<file path="src/rtl/arm_multicycle_ctrl.sv">
// Multicycle control sequencer for the ARM-subset datapath.
// It decodes the latched instruction, holds NZCV, and handshakes with the shared memory port.
//
// state     | meaning
// FETCH     | request instruction at PC, latch IR and advance PC on ready
// DECODE    | condition check against NZCV, illegal-encoding trap
// EXECUTE   | data-processing ALU op, optional flag update
// ALUWB     | write ALU result to rd (or PC when rd is R15)
// MEMADR    | compute load/store address from base +/- imm12
// MEMRD     | load request at ALU address, held until ready
// MEMWB     | write read data to rd (or PC)
// MEMWR     | store request at ALU address, held until ready
// BRANCH    | PC <= PC+8 + imm24<<2
module arm_multicycle_ctrl #(
    parameter int unsigned MEM_WAIT_MAX = 255,
    parameter int unsigned CNT_W        = 32
) (
    input  logic             clk,
    input  logic             reset,
    input  logic [3:0]       cond,
    input  logic [1:0]       op,
    input  logic [5:0]       funct,
    input  logic [3:0]       rd,
    input  logic [3:0]       alu_flags,
    input  logic             mem_ready,
    output logic             mem_req,
    output logic             mem_write,
    output logic             adr_src,
    output logic             ir_write,
    output logic             pc_write,
    output logic             pc_src,
    output logic             reg_write,
    output logic             mem_to_reg,
    output logic             alu_src,
    output logic [2:0]       alu_control,
    output logic [1:0]       imm_src,
    output logic [1:0]       reg_src,
    output logic             shift_flag,
    output logic             illegal,
    output logic             bus_err,
    output logic [CNT_W-1:0] instret
);

    localparam int unsigned WAIT_W = (MEM_WAIT_MAX > 1) ? $clog2(MEM_WAIT_MAX + 1) : 1;
    localparam logic [WAIT_W-1:0] WAIT_LIMIT = WAIT_W'(MEM_WAIT_MAX);
    localparam bit TIMEOUT_EN = (MEM_WAIT_MAX != 0);

    typedef enum logic [3:0] {
        S_FETCH, S_DECODE, S_EXECUTE, S_ALUWB, S_MEMADR,
        S_MEMRD, S_MEMWB, S_MEMWR, S_BRANCH
    } state_t;

    state_t            state_q, state_d;
    logic [3:0]        nzcv_q, nzcv_d;
    logic [WAIT_W-1:0] wait_q, wait_d;
    logic [CNT_W-1:0]  instret_q;
    logic              retire;
    logic              cond_pass, wait_expired, in_wait, is_cmp;
    logic              cmd_legal, cmd_arith;

    logic       mem_req_c, mem_write_c, adr_src_c, ir_write_c, pc_write_c, pc_src_c;
    logic       reg_write_c, mem_to_reg_c, alu_src_c, shift_flag_c, illegal_c, bus_err_c;
    logic [2:0] alu_control_c;
    logic [1:0] imm_src_c, reg_src_c;

    assign is_cmp       = (funct[4:1] == 4'b1010);
    assign wait_expired = TIMEOUT_EN && (wait_q == WAIT_LIMIT);
    assign in_wait      = (state_q == S_FETCH) || (state_q == S_MEMRD) || (state_q == S_MEMWR);

    always_comb begin
        cond_pass = 1'b0;
        case (cond)
            4'b0000: cond_pass = nzcv_q[2];
            4'b0001: cond_pass = !nzcv_q[2];
            4'b0010: cond_pass = nzcv_q[1];
            4'b0011: cond_pass = !nzcv_q[1];
            4'b0100: cond_pass = nzcv_q[3];
            4'b0101: cond_pass = !nzcv_q[3];
            4'b0110: cond_pass = nzcv_q[0];
            4'b0111: cond_pass = !nzcv_q[0];
            4'b1000: cond_pass = nzcv_q[1] && !nzcv_q[2];
            4'b1001: cond_pass = !nzcv_q[1] || nzcv_q[2];
            4'b1010: cond_pass = (nzcv_q[3] == nzcv_q[0]);
            4'b1011: cond_pass = (nzcv_q[3] != nzcv_q[0]);
            4'b1100: cond_pass = !nzcv_q[2] && (nzcv_q[3] == nzcv_q[0]);
            4'b1101: cond_pass = nzcv_q[2] || (nzcv_q[3] != nzcv_q[0]);
            4'b1110: cond_pass = 1'b1;
            default: cond_pass = 1'b0;
        endcase
    end

    always_comb begin
        state_d       = state_q;
        nzcv_d        = nzcv_q;
        retire        = 1'b0;
        cmd_legal     = 1'b1;
        cmd_arith     = 1'b0;
        mem_req_c     = 1'b0;
        mem_write_c   = 1'b0;
        adr_src_c     = 1'b0;
        ir_write_c    = 1'b0;
        pc_write_c    = 1'b0;
        pc_src_c      = 1'b0;
        reg_write_c   = 1'b0;
        mem_to_reg_c  = 1'b0;
        alu_src_c     = 1'b0;
        alu_control_c = 3'b000;
        imm_src_c     = 2'b00;
        reg_src_c     = 2'b00;
        shift_flag_c  = 1'b0;
        illegal_c     = 1'b0;
        bus_err_c     = 1'b0;
        case (state_q)
            S_FETCH: begin
                if (mem_ready) begin
                    mem_req_c  = 1'b1;
                    ir_write_c = 1'b1;
                    pc_write_c = 1'b1;
                    state_d    = S_DECODE;
                end else if (wait_expired) begin
                    bus_err_c = 1'b1;
                    state_d   = S_FETCH;
                end else begin
                    mem_req_c = 1'b1;
                end
            end
            S_DECODE: begin
                if (cond == 4'b1111 || op == 2'b11) begin
                    illegal_c = 1'b1;
                    state_d   = S_FETCH;
                end else if (!cond_pass) begin
                    retire  = 1'b1;
                    state_d = S_FETCH;
                end else begin
                    case (op)
                        2'b00:   state_d = S_EXECUTE;
                        2'b01:   state_d = S_MEMADR;
                        default: state_d = S_BRANCH;
                    endcase
                end
            end
            S_EXECUTE: begin
                alu_src_c = funct[5];
                case (funct[4:1])
                    4'b0100:          cmd_arith = 1'b1;
                    4'b0010, 4'b1010: begin alu_control_c = 3'b001; cmd_arith = 1'b1; end
                    4'b0000:          alu_control_c = 3'b010;
                    4'b1100:          alu_control_c = 3'b011;
                    4'b1101:          shift_flag_c = 1'b1;
                    default:          cmd_legal = 1'b0;
                endcase
                if (!cmd_legal) begin
                    illegal_c = 1'b1;
                    state_d   = S_FETCH;
                end else begin
                    // Logical ops leave C and V untouched.
                    if (funct[0] || is_cmp)
                        nzcv_d = cmd_arith ? alu_flags : {alu_flags[3:2], nzcv_q[1:0]};
                    if (is_cmp) begin
                        retire  = 1'b1;
                        state_d = S_FETCH;
                    end else begin
                        state_d = S_ALUWB;
                    end
                end
            end
            S_ALUWB: begin
                if (rd == 4'd15) begin
                    pc_write_c = 1'b1;
                    pc_src_c   = 1'b1;
                end else begin
                    reg_write_c = 1'b1;
                end
                retire  = 1'b1;
                state_d = S_FETCH;
            end
            S_MEMADR: begin
                alu_src_c     = 1'b1;
                imm_src_c     = 2'b01;
                alu_control_c = funct[3] ? 3'b000 : 3'b001;
                state_d       = funct[0] ? S_MEMRD : S_MEMWR;
            end
            S_MEMRD: begin
                if (mem_ready || !wait_expired) begin
                    mem_req_c = 1'b1;
                    adr_src_c = 1'b1;
                    if (mem_ready) state_d = S_MEMWB;
                end else begin
                    bus_err_c = 1'b1;
                    state_d   = S_FETCH;
                end
            end
            S_MEMWB: begin
                mem_to_reg_c = 1'b1;
                if (rd == 4'd15) begin
                    pc_write_c = 1'b1;
                    pc_src_c   = 1'b1;
                end else begin
                    reg_write_c = 1'b1;
                end
                retire  = 1'b1;
                state_d = S_FETCH;
            end
            S_MEMWR: begin
                if (mem_ready || !wait_expired) begin
                    mem_req_c   = 1'b1;
                    mem_write_c = 1'b1;
                    adr_src_c   = 1'b1;
                    reg_src_c   = 2'b10;
                    if (mem_ready) begin
                        retire  = 1'b1;
                        state_d = S_FETCH;
                    end
                end else begin
                    bus_err_c = 1'b1;
                    state_d   = S_FETCH;
                end
            end
            S_BRANCH: begin
                reg_src_c  = 2'b01;
                alu_src_c  = 1'b1;
                imm_src_c  = 2'b10;
                pc_src_c   = 1'b1;
                pc_write_c = 1'b1;
                retire     = 1'b1;
                state_d    = S_FETCH;
            end
            default: state_d = S_FETCH;
        endcase
    end

    // A timeout re-enters FETCH, so it restarts the wait count like any other entry.
    always_comb begin
        wait_d = '0;
        if (in_wait && state_d == state_q && !bus_err_c)
            wait_d = wait_q + 1'b1;
    end

    always_ff @(posedge clk) begin
        if (reset) begin
            state_q   <= S_FETCH;
            nzcv_q    <= '0;
            wait_q    <= '0;
            instret_q <= '0;
        end else begin
            state_q <= state_d;
            nzcv_q  <= nzcv_d;
            wait_q  <= wait_d;
            if (retire)
                instret_q <= instret_q + 1'b1;
        end
    end

    // Gating by reset keeps a transfer aborted by reset from leaking ir/pc/mem strobes.
    assign mem_req     = mem_req_c & ~reset;
    assign mem_write   = mem_write_c & ~reset;
    assign adr_src     = adr_src_c & ~reset;
    assign ir_write    = ir_write_c & ~reset;
    assign pc_write    = pc_write_c & ~reset;
    assign pc_src      = pc_src_c & ~reset;
    assign reg_write   = reg_write_c & ~reset;
    assign mem_to_reg  = mem_to_reg_c & ~reset;
    assign alu_src     = alu_src_c & ~reset;
    assign alu_control = reset ? 3'b000 : alu_control_c;
    assign imm_src     = reset ? 2'b00 : imm_src_c;
    assign reg_src     = reset ? 2'b00 : reg_src_c;
    assign shift_flag  = shift_flag_c & ~reset;
    assign illegal     = illegal_c & ~reset;
    assign bus_err     = bus_err_c & ~reset;
    assign instret     = reset ? '0 : instret_q;

endmodule
</file>
<file path="config.mk">
export PLATFORM = sky130hd
export DESIGN_NAME = arm_multicycle_ctrl
export DESIGN_NICKNAME = d
export VERILOG_FILES = /design/src/rtl/arm_multicycle_ctrl.sv
export SDC_FILE = /design/constraint.sdc
export NUM_CORES = 1
export LEC_CHECK = 0
export BUFFER_PORTS_ARGS = -buffer_cell sky130_fd_sc_hd__clkbuf_2
export CAP_MARGIN = 20
export CORE_AREA = 5 5 61 118
export CTS_CLUSTER_SIZE = 8
export DETAILED_ROUTE_END_ITERATION = 10
export DIE_AREA = 0 0 66 123
export GPL_ROUTABILITY_DRIVEN = 0
export GPL_TIMING_DRIVEN = 0
export PLACE_DENSITY = 0.79
export RECOVER_POWER = 100
export SETUP_SLACK_MARGIN = 0.3
export SLEW_MARGIN = 20
export SYNTH_ARGS = -nofsm -noshare
export SYNTH_HDL_FRONTEND = slang
export SYNTH_SLANG_ARGS = --single-unit
</file>
<file path="constraint.sdc">
create_clock -name clk -period 2.9 [get_ports clk]
set_input_delay 0.145 -clock clk [delete_from_list [all_inputs] [get_ports clk]]
set_output_delay 0.145 -clock clk [all_outputs]
set_load 0.03 [all_outputs]
</file>
Word level (Yosys, flattened, before mapping) --
Cells that the tools add are included.
Word-level totals: register bits 48, input port bits 23, logic and storage cells 145
Cells by class: add/subtract/negate cells 2, equal/unequal tests 35, multiplexer cells 58, bitwise logic cells 14, reduce and logical (&&, ||, !) cells 31
Operators with widths (number):
- 4-bit equality test (second input constant) | 13
- 4-bit by 3-bit equality test with 1-bit output (second input constant) | 9
- 32-bit by 1-bit adder with 32-bit output (second input constant) | 1
- 32-bit 2-to-1 mux | 1
- 4-bit 2-to-1 mux | 8
- 1-bit 2-to-1 mux | 28
- 4-bit case mux with 6 select lines | 1
- 4-bit by 2-bit equality test with 1-bit output (second input constant) | 5
- 1-bit case mux with 15 select lines | 1
- 1-bit bitwise AND | 12
- 4-bit zero test | 3
- 2-bit 2-to-1 mux | 6
- 2-bit case mux with 2 select lines | 3
- 1-bit case mux with 2 select lines | 5
- 2-bit OR reduction | 5
- 8-bit by 1-bit adder with 8-bit output (second input constant) | 1
- 4-bit by 1-bit equality test with 1-bit output (second input constant) | 2
- 8-bit equality test (second input constant) | 1
- 4-bit case mux with 2 select lines | 1
- 1-bit logical OR | 7
- 1-bit zero test | 6
- 2-bit case mux with 3 select lines | 1
- 3-bit OR reduction | 2
- 6-bit OR reduction | 1
- other kinds (13) | 17

Longest topological paths before layout --
word-level depth 11, mapped depth 8

Worst setup path after synthesis --
OpenSTA, ideal clock, no wires.
path kind flip-flop to flip-flop, start register nzcv_q[2], end register instret_q[16], library setup time 121 ps, data arrival time 2088 ps, path slack 691 ps, stages on the path, launching flop included 7, path buffers 0, clock period less this slack 2209 ps, path through dfxtp_1 -> and3b_1 -> a22oi_2 -> mux2i_4 -> nand4_4 -> a2111oi_0 -> mux2_2
On the way: word-level cells in the longest chain between the ends 6
Ends and longest elaborated chain:
- from (decl) | RTL line 54 | logic [3:0] nzcv_q, nzcv_d;
- from (signal assigned) | RTL line 247 | nzcv_q <= nzcv_d;
- 1-bit zero test | RTL line 74, 81, 85
- 1-bit logical AND, on equally long branches | RTL line 85, 81
- 1-bit case mux with 15 select lines (*) | RTL line 72 | case (cond)
- 1-bit 2-to-1 mux (*) | RTL line 131 | end else if (!cond_pass) begin
- 1-bit 2-to-1 mux (*) | RTL line 128 | if (cond == 4'b1111 || op == 2'b11) begin
- 1-bit case mux with 4 select lines (*) | RTL line 113 | case (state_q)
- to (signal assigned) | RTL line 250 | instret_q <= instret_q + 1'b1;
- to (decl) | RTL line 56 | logic [CNT_W-1:0] instret_q;
Mark *: on every way between the ends. The rest lies on a longest branch, timed or not. A chain may end at the register's enable or synchronous reset.

Worst setup path in the final report --
start register state_q[0], end register instret_q[30]
On the way: word-level cells in the longest chain between the ends 3
Ends and longest elaborated chain:
- from (decl) | RTL line 53 | state_t state_q, state_d;
- from (signal assigned) | RTL line 246 | state_q <= state_d;
- 4-bit by 3-bit equality test with 1-bit output, or another cell as far along | RTL line 113
- 3-bit OR reduction (no source line)
- 1-bit case mux with 4 select lines (*) | RTL line 113
Marked as above.

==> impl_metrics.toml <==
[logic_synthesis]
async_flop_share_pct = 0
yosysWarnings = 0
synth_area_leader_cell = "dfxtp_1"
synth-seq-cells = 48
synth_fp_nets = 426
yosys_most_used_dff = "dfxtp_1"
seq_area_frac_synth_pct = 29.2
synth_area_sq_mm = 0.00329
synth_edf_count = 0
synth_cell_types = 67
synth.area.top_cells = "dfxtp_1, mux2_2, nor2_1, nor2b_1, nand3_1"
synthCells = 401
synth_top_area_share_pct = 29.2
syn_avg_cell_area_sq_um = 8.22

[finish]
nNetsFinal = 500
utilization_pct = 61.7
drive_gt1_share_pct = 16.4
postLayoutCellArea_sq_mm = 0.00383
layout_common_cells = "clkbuf_1, nor2_1, dfxtp_1, nor2b_1"
syn2layout_area_growth_pct = 16.2
num-fill-cells = 613
fin_cells = 561
insertedDiodeCount = 0
seq_area_sq_um = 961
layout_commonest_cell = "clkbuf_1"
multi_input_area_sq_mm = 0.00214

[critical_path]
crit_required_ns = 3.08
worst_path_most_repeated_cell = "clkbuf_1"
path_cells = "nor2b_1, nand2_1, a32oi_1, clkbuf_1, clkbuf_1, a211oi_1, mux2_1"
crit_fanout = 10
rr_worst_depth = 7
rrSetupSlack_ns = 0.28
slowest_delay_ns = 0.45
cp_data_arrival_time_ns = 2.80
worst_setup_path_start_kind = "register"
cp_slowest_cell = "clkbuf_1"
crit_path_end_kind = "register"
path_class = "reg2reg"

[grt]
grt-ovfl-total = 0
antenna_found_initial = 0
grt_max_degree = 15
grt_use_total_pct = 21.1
grt_pass1_vias = 3065
grt_pass1_wl_microns = 13600

[clock_tree]
postCtsHoldBufs = 0
cts.clk_slew.worst_paths_ns = 0.06
h-tree-depth = 2
cts_root_buf = "clkbuf_16"
cts_tree = "built"
clk_latency_ns = 0.29
cts_sinks = 48
clock_path_buffers = 2
cts_setup_buffers = 0
cts-buffers-inserted = 5

[timing]
layout_setup_ws_ns = 0.281
drv_slew = 0
finalHoldViolations = 0
max_freq_ghz = 0.382
rsz0062_at_grt = "yes"
fin_crit_ns = 2.62
finalSetupViolCount = 0
final.setup.tns_ns = 0
clock_skew_ns = 0.00431
fin_crit_sh_pct = 90.3
slew_headroom_pct = 49.7
whs_ns = 0.0902
worst_pin_slew_ns = 0.748

[floorplan]
core_sq_mm = 0.00621
start_util_pct = 53.1
dieArea_sq_mm = 0.00812
rows = 41
chipWidth_microns = 66
ios = 74
die_height_microns = 123

[power]
power_mw = 1.59
powerDensity_mw_per_mm2 = 415
p_leak_nw = 1.41
ir_drop_mv = 0.420

[outcome]
outcome = "complete, no violations"

[place]
post_dp_cell_area_sq_mm = 0.00374
hpwl_microns = 5930
place.port_buffers = 67
dp_cells = 554
post-place-ws_ns = 0.289

[route]
dr_wl_met3_microns = 526
drcViolationCount = 0
first_iter_violations = 184
dr_wl_met2_microns = 3830
num_vias = 3158
dr.pass1.iters = 5
wire_per_inst_microns = 14.4
ant_nets = 0
avgViaCountPerCell = 5.63
wl_microns = 8100
met1Wirelength_microns = 3500
top_layer = "met4"

[worst_hold_path]
holdPathStages = 3
holdCritPathClass = "in2reg"

[flow_run]
cap_violations = 0
state kept, by name, summed over array words and instances (netlist names):
signal,flops
instret_q,32
nzcv_q,4
wait_q,8
state_q,4
path summary, 6_finish.rpt:
check | from | end
worst max-delay path | state_q[0] | instret_q[30]
worst min-delay path | alu_flags[0] | nzcv_q[0]
worst max register to register | state_q[0] | instret_q[30]
worst min register to register | wait_q[0] | wait_q[0]
worst max-delay path, delay by kind of cell (launching register included):
family | cells | cell delay [ns]
AOI/OAI and AO/OA | 2 | 0.47
muxes | 1 | 0.33
DFF | 1 | 0.35
buffers and inverters | 2 | 0.89
and+or+nand+nor | 2 | 0.48
where the power goes:
group	switching, mW	leakage (nW)	internal, mW	total (mW)
registers	0.00592	0.387	0.666	0.672
clock network	0.249	0.0899	0.489	0.738
logic	0.117	0.930	0.0616	0.178
metal layers:
metal	vias up	global-route usage [%]
li1	1579	-
met1	1449	26.8
met2	111	33.4
met3	19	4.27
met4	0	10.6
met5	-	0
Yosys cell counts (3+ instances only):
library cell and number:
clkbuf_1 12, nand2b_1 3, inv_1 8, nor4_1 8, and4_1 4, and3_1 3, a211oi_1 9, buf_2 7
nor3_1 7, mux2i_1 4, nand3_1 21, and2_1 4, dfxtp_1 48, a21boi_0 3, nor2_1 61, o21ai_0 10
nand3b_1 3, a21oi_1 16, buf_4 6, nor2b_1 35, a2111oi_0 5, xor2_1 7, nor3b_1 4, nand4_1 5
xnor2_1 5, mux2_2 27, nand2_1 25
layout make-up:
| class | count | area share, % |
|---|---|---|
| Timing Repair Buffer | 67 | 7.12 |
| Clock buffer | 5 | 3.27 |
| Buffer | 27 | 3.50 |
| Clock inverter | 2 | 1.57 |
| Inverter | 8 | 0.784 |
| Tap cell | 86 | 2.81 |
| Multi-Input combinational cell | 318 | 55.8 |
| Sequential cell | 48 | 25.1 |
what timing repair did:
item,4_1_cts,5_1_grt
gates resized for setup,1,3
cloned,0,0
endpoints found under the setup margin,1,3
cells by family after synthesis:
kind of cell    count (synthesis)  share of synthesized area [%]
mux                            34                           11.8
simple gates                  202                           34.4
buf+inv                        35                           5.16
compound gates                 66                           14.9
flops                          48                           29.2
fa+ha+maj                       2                          0.759
xor+xnor                       13                           3.68
other cells                     1                          0.114
Power figures use the tool's default switching activity.
